### config.mk
export PLATFORM = sky130hd
export DESIGN_NAME = muldiv_unit
export DESIGN_NICKNAME = d
export VERILOG_FILES = /design/src/rtl/muldiv_pkg.sv /design/src/rtl/muldiv_divider.sv /design/src/rtl/muldiv_unit.sv
export SDC_FILE = /design/constraint.sdc
export NUM_CORES = 2
export LEC_CHECK = 0
export CORE_MARGIN = 2
export CORE_UTILIZATION = 59
export CTS_CLUSTER_DIAMETER = 30
export DETAILED_ROUTE_END_ITERATION = 10
export GPL_TIMING_DRIVEN = 1
export PLACE_DENSITY_LB_ADDON = 0.15
export SYNTH_ARGS = -nofsm -noshare
export SYNTH_HDL_FRONTEND = slang
export SYNTH_HIERARCHICAL = 1
export SYNTH_SLANG_ARGS = --single-unit
### constraint.sdc
create_clock -name clk -period 9 [get_ports clk]
set_input_delay 1.8 -clock clk [delete_from_list [all_inputs] [get_ports clk]]
set_output_delay 1.8 -clock clk [all_outputs]
set_load 0.02 [all_outputs]
### src/rtl/muldiv_pkg.sv
// Shared op codes, FSM state encoding and decode helper for the E-stage multiply/divide unit.
// Codes 7-10 are only decoded when the accumulate feature is built in.
package muldiv_pkg;

  localparam int OP_W = 4;

  localparam logic [OP_W-1:0] OP_NOP   = 4'd0;
  localparam logic [OP_W-1:0] OP_MULT  = 4'd1;
  localparam logic [OP_W-1:0] OP_MULTU = 4'd2;
  localparam logic [OP_W-1:0] OP_DIV   = 4'd3;
  localparam logic [OP_W-1:0] OP_DIVU  = 4'd4;
  localparam logic [OP_W-1:0] OP_MTHI  = 4'd5;
  localparam logic [OP_W-1:0] OP_MTLO  = 4'd6;
  localparam logic [OP_W-1:0] OP_MADD  = 4'd7;
  localparam logic [OP_W-1:0] OP_MADDU = 4'd8;
  localparam logic [OP_W-1:0] OP_MSUB  = 4'd9;
  localparam logic [OP_W-1:0] OP_MSUBU = 4'd10;

  typedef enum logic [1:0] {
    ST_IDLE    = 2'd0,
    ST_MUL     = 2'd1,
    ST_DIV_RUN = 2'd2,
    ST_DIV_FIX = 2'd3
  } state_t;

  function automatic logic op_is_div(input logic [OP_W-1:0] op);
    return (op == OP_DIV) || (op == OP_DIVU);
  endfunction

endpackage

### src/rtl/muldiv_divider.sv
// Restoring divider core: go latches magnitudes and signs, WIDTH iterations at 1 bit/cycle,
// then done is high for one cycle with sign-corrected quotient/remainder; abort drops the op.
module muldiv_divider #(
  parameter int WIDTH = 32
) (
  input  logic             clk,
  input  logic             reset,
  input  logic             go,
  input  logic             abort,
  input  logic             sgn,
  input  logic [WIDTH-1:0] dividend,
  input  logic [WIDTH-1:0] divisor,
  output logic             done,
  output logic [WIDTH-1:0] quotient,
  output logic [WIDTH-1:0] remainder
);

  localparam int CNT_W = $clog2(WIDTH + 1);

  logic [WIDTH-1:0] r_quo;
  logic [WIDTH-1:0] r_rem;
  logic [WIDTH-1:0] r_dvs;
  logic [CNT_W-1:0] r_cnt;
  logic             r_run;
  logic             r_neg_q;
  logic             r_neg_r;

  logic             w_dvd_neg;
  logic             w_dvs_neg;
  logic [WIDTH-1:0] w_dvd_abs;
  logic [WIDTH-1:0] w_dvs_abs;
  logic [WIDTH:0]   w_shift;
  logic [WIDTH:0]   w_diff;
  logic             w_qbit;

  always_comb begin
    w_dvd_neg = sgn & dividend[WIDTH-1];
    w_dvs_neg = sgn & divisor[WIDTH-1];
    w_dvd_abs = w_dvd_neg ? -dividend : dividend;
    w_dvs_abs = w_dvs_neg ? -divisor : divisor;
    // r_quo doubles as the dividend shift register: its MSB feeds the partial remainder.
    w_shift   = {r_rem, r_quo[WIDTH-1]};
    w_diff    = w_shift - {1'b0, r_dvs};
    w_qbit    = ~w_diff[WIDTH];
  end

  always_ff @(posedge clk) begin
    if (reset) begin
      r_quo   <= '0;
      r_rem   <= '0;
      r_dvs   <= '0;
      r_cnt   <= '0;
      r_run   <= 1'b0;
      r_neg_q <= 1'b0;
      r_neg_r <= 1'b0;
    end else if (abort) begin
      r_cnt <= '0;
      r_run <= 1'b0;
    end else if (go) begin
      r_quo   <= w_dvd_abs;
      r_rem   <= '0;
      r_dvs   <= w_dvs_abs;
      r_cnt   <= CNT_W'(WIDTH);
      r_run   <= 1'b1;
      r_neg_q <= w_dvd_neg ^ w_dvs_neg;
      r_neg_r <= w_dvd_neg;
    end else if (r_run) begin
      if (r_cnt != '0) begin
        r_rem <= w_qbit ? w_diff[WIDTH-1:0] : w_shift[WIDTH-1:0];
        r_quo <= {r_quo[WIDTH-2:0], w_qbit};
        r_cnt <= r_cnt - CNT_W'(1);
      end else begin
        r_run <= 1'b0;
      end
    end
  end

  always_comb begin
    done      = r_run && (r_cnt == '0);
    quotient  = r_neg_q ? -r_quo : r_quo;
    remainder = r_neg_r ? -r_rem : r_rem;
  end

endmodule

### src/rtl/muldiv_unit.sv
// E-stage multiply/divide unit owning HI/LO; MUL busy MUL_LAT cycles, DIV busy WIDTH+1, cancel only in first busy cycle.
// Optional MADD/MADDU/MSUB/MSUBU accumulate ops are built when MULDIV_MADD_EN is defined.
module muldiv_unit
  import muldiv_pkg::*;
#(
  parameter int WIDTH   = 32,
  parameter int MUL_LAT = 5
) (
  input  logic             clk,
  input  logic             reset,
  input  logic             start,
  input  logic [OP_W-1:0]  op,
  input  logic [WIDTH-1:0] a,
  input  logic [WIDTH-1:0] b,
  input  logic             cancel,
  output logic             busy,
  output logic [WIDTH-1:0] hi,
  output logic [WIDTH-1:0] lo
);

  localparam int CNT_MAX = (MUL_LAT > WIDTH) ? MUL_LAT : WIDTH;
  localparam int CNT_W   = $clog2(CNT_MAX + 1);
  localparam logic [WIDTH-1:0] MOST_NEG = {1'b1, {(WIDTH-1){1'b0}}};

  state_t             r_state;
  state_t             w_state_nxt;
  logic [CNT_W-1:0]   r_cnt;
  logic               r_first;
  logic [2*WIDTH-1:0] r_prod;
  logic               r_dvz;
  logic               r_ovf;
  logic [WIDTH-1:0]   r_a;
  logic [WIDTH-1:0]   r_hi;
  logic [WIDTH-1:0]   r_lo;
`ifdef MULDIV_MADD_EN
  logic               r_acc_en;
  logic               r_acc_sub;
`endif

  logic               w_accept;
  logic               w_abort;
  logic               w_is_mul;
  logic               w_is_div;
  logic               w_mul_sgn;
  logic [2*WIDTH-1:0] w_ext_a;
  logic [2*WIDTH-1:0] w_ext_b;
  logic [2*WIDTH-1:0] w_prod;
  logic               w_div_done;
  logic [WIDTH-1:0]   w_quo;
  logic [WIDTH-1:0]   w_rem;

  always_comb begin
    w_is_mul  = (op == OP_MULT) || (op == OP_MULTU);
    w_mul_sgn = (op == OP_MULT);
`ifdef MULDIV_MADD_EN
    if ((op == OP_MADD) || (op == OP_MSUB)) begin
      w_is_mul  = 1'b1;
      w_mul_sgn = 1'b1;
    end
    if ((op == OP_MADDU) || (op == OP_MSUBU)) begin
      w_is_mul = 1'b1;
    end
`endif
    w_is_div = op_is_div(op);
    w_accept = start & ~cancel & ~busy;
    // The op's own instruction is still being flushed only in the cycle right after acceptance.
    w_abort  = r_first & cancel;
    // Sign/zero extension to 2*WIDTH makes a truncated product correct for both signednesses.
    w_ext_a  = {{WIDTH{w_mul_sgn & a[WIDTH-1]}}, a};
    w_ext_b  = {{WIDTH{w_mul_sgn & b[WIDTH-1]}}, b};
    w_prod   = w_ext_a * w_ext_b;
  end

  muldiv_divider #(
    .WIDTH(WIDTH)
  ) u_div (
    .clk      (clk),
    .reset    (reset),
    .go       (w_accept && w_is_div),
    .abort    (w_abort && (r_state == ST_DIV_RUN)),
    .sgn      (op == OP_DIV),
    .dividend (a),
    .divisor  (b),
    .done     (w_div_done),
    .quotient (w_quo),
    .remainder(w_rem)
  );

  always_ff @(posedge clk) begin
    if (reset) begin
      r_state <= ST_IDLE;
    end else begin
      r_state <= w_state_nxt;
    end
  end

  always_comb begin
    w_state_nxt = r_state;
    case (r_state)
      ST_IDLE: begin
        if (w_accept && w_is_mul) begin
          w_state_nxt = ST_MUL;
        end else if (w_accept && w_is_div) begin
          w_state_nxt = ST_DIV_RUN;
        end
      end
      ST_MUL: begin
        if (w_abort || (r_cnt == '0)) begin
          w_state_nxt = ST_IDLE;
        end
      end
      ST_DIV_RUN: begin
        if (w_abort) begin
          w_state_nxt = ST_IDLE;
        end else if (r_cnt == '0) begin
          w_state_nxt = ST_DIV_FIX;
        end
      end
      ST_DIV_FIX: w_state_nxt = ST_IDLE;
      default:    w_state_nxt = ST_IDLE;
    endcase
  end

  always_comb begin
    busy = (r_state != ST_IDLE);
    hi   = r_hi;
    lo   = r_lo;
  end

  always_ff @(posedge clk) begin
    if (reset) begin
      r_cnt     <= '0;
      r_first   <= 1'b0;
      r_prod    <= '0;
      r_dvz     <= 1'b0;
      r_ovf     <= 1'b0;
      r_a       <= '0;
      r_hi      <= '0;
      r_lo      <= '0;
`ifdef MULDIV_MADD_EN
      r_acc_en  <= 1'b0;
      r_acc_sub <= 1'b0;
`endif
    end else begin
      r_first <= w_accept && (w_is_mul || w_is_div);
      case (r_state)
        ST_IDLE: begin
          if (w_accept) begin
            if (op == OP_MTHI) r_hi <= a;
            if (op == OP_MTLO) r_lo <= a;
            if (w_is_mul) begin
              r_prod <= w_prod;
              r_cnt  <= CNT_W'(MUL_LAT - 1);
            end
            if (w_is_div) begin
              r_cnt <= CNT_W'(WIDTH - 1);
              r_dvz <= (b == '0);
              r_ovf <= (op == OP_DIV) && (a == MOST_NEG) && (&b);
              r_a   <= a;
            end
`ifdef MULDIV_MADD_EN
            r_acc_en  <= op inside {OP_MADD, OP_MADDU, OP_MSUB, OP_MSUBU};
            r_acc_sub <= (op == OP_MSUB) || (op == OP_MSUBU);
`endif
          end
        end
        ST_MUL: begin
          if (w_abort) begin
            r_cnt <= '0;
          end else if (r_cnt == '0) begin
`ifdef MULDIV_MADD_EN
            // Accumulator is read at completion so back-to-back MADDs chain correctly.
            if (r_acc_en) begin
              {r_hi, r_lo} <= r_acc_sub ? ({r_hi, r_lo} - r_prod) : ({r_hi, r_lo} + r_prod);
            end else begin
              {r_hi, r_lo} <= r_prod;
            end
`else
            {r_hi, r_lo} <= r_prod;
`endif
          end else begin
            r_cnt <= r_cnt - CNT_W'(1);
          end
        end
        ST_DIV_RUN: begin
          if (w_abort) begin
            r_cnt <= '0;
          end else if (r_cnt != '0) begin
            r_cnt <= r_cnt - CNT_W'(1);
          end
        end
        ST_DIV_FIX: begin
          if (w_div_done) begin
            if (r_dvz) begin
              r_lo <= '1;
              r_hi <= r_a;
            end else if (r_ovf) begin
              r_lo <= r_a;
              r_hi <= '0;
            end else begin
              r_lo <= w_quo;
              r_hi <= w_rem;
            end
          end
        end
        default: ;
      endcase
    end
  end

endmodule
## Word-level counts from Yosys, hierarchy flattened

Index checks and enable logic that the tools add are counted.

- Add/subtract/negate cells: 7
- Multipliers: 1
- Eq/ne operators: 22
- Multiplexer cells: 47
- Bitwise logic cells: 12
- Reductions and logical operators: 35

Operator list:

| cell | count |
|---|---|
| $mux 32 | 25 |
| $pmux 32 s3 | 2 |
| $neg 32->32 | 4 |
| $mul 33x33->64 | 1 |
| $mux 6 | 10 |
| $sub 33x32->33 | 1 |
| $eq 32x32->1 const B | 1 |
| $logic_not 32->1 | 1 |
| $reduce_and 32->1 | 1 |
| $pmux 6 s3 | 1 |
| $eq 4x3->1 const B | 3 |
| $logic_not 6->1 | 2 |
| $ne 2x2->1 const B | 6 |
| $reduce_and 3->1 | 4 |
| $reduce_and 6->1 | 2 |
| $reduce_bool 6->1 | 2 |
| $sub 6x1->6 const B | 2 |
| $mux 2 | 5 |
| $ne 3x2->1 const B | 3 |
| $eq 4x2->1 const B | 2 |
| $pmux 2 s4 | 1 |
| $and 1x1->1 | 7 |
| $logic_and 1x1->1 | 7 |
| $ne 3x3->1 const B | 2 |
| other kinds (15) | 29 |

- Bits in registers: 276
- Bits of input ports: 72
- Output and inout bits: 65
- Logic and storage cells: 141

## Logic depth before layout (Yosys ltp)

- Depth after elaboration: 7
- Gate-level depth with buffers: 31
- Depth with buffers taken out: 29

## Modules after synthesis

The synthesis kept the hierarchy.

By module, submodules not included:

| module | times used | cells an instance | area an instance (um^2) | seq. area each (um^2) |
|---|---|---|---|---|
| muldiv_unit | 1 | 5193 | 45837.7 | 3423.3 |
| muldiv_divider | 1 | 1148 | 8453.1 | 2102.0 |

## Worst setup path before layout

OpenSTA, ideal clock, no wires.

- Kind: input to register
- Start point: input port op[0]
- End point: register r_prod[61]
- Library setup time: 0.117 ns
- Arrival time: 9.287 ns
- Required time: 8.883 ns
- Setup slack: -0.404 ns
- Stages on the path: 24
- Buffers on the path: 2
- Cell sequence: nor2b_1 nor3b_1 clkbuf_1 and3_1 fa_1 fa_1 fa_1 inv_1 fa_1 inv_1 fa_1 fa_1 inv_1 fa_1 fa_1 inv_1 ha_1 clkbuf_1 a21o_1 a21oi_1 o21ai_1 o211a_1 or3_1 a32o_1

- Word-level cells in the longest chain between the ends: 3
- Elaborated cells on any way between the ends: 7
- Those cells by class: mul (1); eq/ne (2); bitwise (2); reduce/logical (2)

RTL lines:

| what | RTL line | RTL |
|---|---|---|
| from (decl) | muldiv_unit.sv:12 | `input logic [OP_W-1:0] op,` |
| $eq 4x1->1 or $eq 4x2->1 (tied branches) | muldiv_unit.sv:53, muldiv_unit.sv:54 |  |
| $and 1x1->1 (tied with other cells) | muldiv_unit.sv:69 | `w_ext_a = {{WIDTH{w_mul_sgn & a[WIDTH-1]}}, a};` |
| $mul 33x33->64 or $reduce_and 3->1 (tied branches) | - |  |
| to (signal assigned) | muldiv_unit.sv:152 | `r_prod <= w_prod;` |
| to (decl) | muldiv_unit.sv:29 | `logic [2*WIDTH-1:0] r_prod;` |

Several ways; a longest one is shown, not always the timed one.
A chain may end at the register's enable or synchronous reset.

## Worst setup path after layout

Same ends and word-level chain as after synthesis.

==> impl_metrics.env <==
export IMPL_outcome="finished clean"
export IMPL_areaGrowthSynthToFinish_pct=16.88
export IMPL_hold_class="flip-flop to flip-flop"
export IMPL_avgViaCountPerCell=5.845
export IMPL_place_congestion=0.9849
export IMPL_critPathMostFrequentCell="fa_1"
export IMPL_drt_wl_total_um=174900
export IMPL_dpl_hpwl_um=141100
export IMPL_rrSetupSlack_ns=4.89
export IMPL_synthTopCellsByArea="fa_1 (42%), dfxtp_1 (10%), inv_1 (8.1%), nand2_1 (7.5%), ha_1 (5.9%)"
export IMPL_h_tree_depth=3
export IMPL_fmax_ghz=0.1126
export IMPL_start_util_pct=59.41
export IMPL_yosys_area_share_simple_pct=16.82
export IMPL_setup_viol=0
export IMPL_required_ns=9.45
export IMPL_cts_sinks=276
export IMPL_num_fill_cells=7422
export IMPL_place_worst_setup_slack_ns=-1.129
export IMPL_grt_pass1_wl_um=275100
export IMPL_fin_hold_ws_ns=0.4535
export IMPL_hold_buffers=0
export IMPL_portBuffers=136
export IMPL_ys_types=84
export IMPL_yosysWarnings=6
export IMPL_clkTransAtPathRegs_ns=0.05
export IMPL_dr_total_vias=46290
export IMPL_fin_nets=8125
export IMPL_grt_pass1_vias=48410
export IMPL_synth_top_area_share_pct=41.52
export IMPL_stdcell_count=7920
export IMPL_worstSetupPathType="primary input to flip-flop"
export IMPL_hold_viol=0
export IMPL_synthAdderAreaFrac_pct=47.42
export IMPL_drive_gt1_share_pct=13.41
export IMPL_clock_skew_ns=0.01963
export IMPL_clk_latency_ns=0.58
export IMPL_cpPeakStageDelay_ns=0.59
export IMPL_dr_pass1_iters=6
export IMPL_synth_ff_type="dfxtp_1"
export IMPL_cp_max_fo=6
export IMPL_dpl_cell_count=7761
export IMPL_grt_start_max_net_pins=90
export IMPL_num_rows=111
export IMPL_worst_pin_slew_ns=1.133
export IMPL_synth_edf_count=0
export IMPL_grt_ovfl_total=0
export IMPL_min_period_ns=8.881
export IMPL_clockBufferDepth=3
export IMPL_coreArea_um2=91390
export IMPL_ys_ff_latch=276
export IMPL_drc=0
export IMPL_postSynthCellCount=6341
export IMPL_syn_area_um2=54290
export IMPL_synth_xor_area_share_pct=3.485
export IMPL_wire_per_inst_um=22.08
export IMPL_multi_input_area_um2=43310
export IMPL_maxCapViolations=0
export IMPL_die_w_um=307.3
export IMPL_fin_crit_sh_pct=98.68
export IMPL_io_pins=137
export IMPL_drv_slew=0
export IMPL_cts_tree="built"
export IMPL_dr_first_iter_drc_count=4222
export IMPL_antenna_found_initial=14
export IMPL_dieHeight_um=307.3
export IMPL_yosysSeqAreaShare_pct=10.18
export IMPL_rsz0062_at_grt="yes"
export IMPL_synth_top_family_by_area="adder cells"
export IMPL_cp_slowest_cell="fa_2"
export IMPL_fin_ws_ns=0.1190
export IMPL_synth_compound_area_share_pct=10.32
export IMPL_ant_nets=0
export IMPL_dieArea_um2=94460
export IMPL_synthMuxAreaShare_pct=0.7375
export IMPL_cts_root_buf="clkbuf_16"
export IMPL_timing_setup_tns_ns=0
export IMPL_regArea_um2=5527
export IMPL_synth_nets=7795
export IMPL_async_flop_share_pct=0
export IMPL_crit_arrival_ns=9.33
export IMPL_startpoint_type="primary input"
export IMPL_yosys_area_top_type="fa_1"
export IMPL_cp_end_kind="flip-flop"
export IMPL_track_usage_pct=38.05
export IMPL_cts_made_buffers=68
export IMPL_synth_avg_cell_area_um2=8.562
export IMPL_slew_headroom_pct=24.36
-- state kept, by name (all words and copies together), names as in the netlist, 2 cells and up --
| name | flops |
|---|---|
| r_a | 32 |
| lo | 32 |
| r_cnt | 6 |
| r_prod | 64 |
| u_div/r_quo | 32 |
| r_state | 2 |
| u_div/r_dvs | 32 |
| hi | 32 |
| u_div/r_rem | 32 |
| u_div/r_cnt | 6 |
-- area by class of cell --
type | instances | share of cell area (%)
Clock buffer | 88 | 3.027
Timing Repair Buffer | 678 | 9.593
Sequential cell | 276 | 8.709
Inverter | 1173 | 6.962
Multi-Input combinational cell | 4474 | 68.26
Tap cell | 1186 | 2.339
Clock inverter | 38 | 1.084
Antenna cell | 7 | 0.02760
-- stage by stage --
stage          instance area, um^2  utilization (%)
6_report                     63460            69.44
3_3_place_gp                 60150            65.82
5_1_grt                      63440            69.42
3_5_place_dp                 60150            65.82
2_1_floorplan                54390                -
4_1_cts                      63070            69.01
-- synthesized netlist by cell type, types with 43 or more instances --
| library cell | count |
|---|---|
| dfxtp_1 | 276 |
| inv_1 | 1172 |
| xor2_1 | 68 |
| and2_1 | 322 |
| nor2_1 | 250 |
| ha_1 | 256 |
| a22oi_1 | 68 |
| o21ai_0 | 131 |
| clkbuf_1 | 400 |
| a311oi_1 | 80 |
| a21oi_1 | 252 |
| nand2_1 | 1087 |
| fa_1 | 1126 |
| nand3_1 | 99 |
| xnor2_1 | 148 |
| nor3_1 | 43 |
-- metal layers --
layer  up-vias  share of wire (%)  global-route usage, %
li1      20280                  -                      -
met5         -              0.038                      0
met4        10                5.3                  17.39
met2      2246                 46                  61.63
met3       488                9.5                  6.958
met1     23270                 39                  49.98
-- layout by cell type (no fill, tap or decap), types with 35 or more instances in the layout --
cell type,netlist,routed
clkbuf_16,0,71
nand3_1,99,99
o21ai_0,131,120
ha_1,256,245
buf_12,0,70
a21o_1,39,39
a211oi_1,42,38
and2_1,322,320
a22o_1,35,35
a22oi_1,68,68
xnor2_1,148,144
a21oi_1,252,238
buf_4,3,464
nor3_1,43,40
dfxtp_1,276,275
clkdlybuf4s50_1,0,76
inv_1,1172,1159
a311oi_1,80,79
nor2_1,250,246
fa_1,1126,1111
xor2_1,68,66
nand2_1,1087,1082
buf_2,9,55
-- worst max-delay path, delay by kind of cell --
family                   cells  cell delay [ns]
buffers and inverters        8             0.85
AND/OR/NAND/NOR              6             1.31
adder cells (fa/ha/maj)      9             4.35
AO/OA/AOI/OAI                6             0.98
-- cells by family (layout without fill, tap and decap cells) --
| kind of cell | after synthesis | count (layout) |
|---|---|---|
| simple gates | 1999 | 1999 |
| xor+xnor | 216 | 216 |
| fa+ha+maj | 1382 | 1382 |
| mux | 36 | 36 |
| flops | 276 | 276 |
| buf+inv | 1591 | 1977 |
| compound gates | 841 | 841 |
| other cells | 0 | 7 |
-- final timing paths --
kind | startpoint | end | cells past startpoint
max | op[0] | r_prod[61]$_SDFFE_PP0P_ | 29
min | r_prod[32]$_SDFFE_PP0P_ | r_prod[32]$_SDFFE_PP0P_ | 2
max reg2reg | r_state[0]$_SDFFE_PP0P_ | u_div/r_dvs[2]$_SDFFE_PP0P_ | 10
min reg2reg | r_prod[32]$_SDFFE_PP0P_ | r_prod[32]$_SDFFE_PP0P_ | 2
-- timing repair --
action / CTS / global route
cloned: 1 / 0
endpoints found under the setup margin: 24 / 26
buffers inserted: 16 / 9
gates resized for setup: 39 / 77
pin swaps: 45 / 64
Power is not shown: default switching activity piles up to over one toggle a cycle in this logic, so the estimate is an artifact.
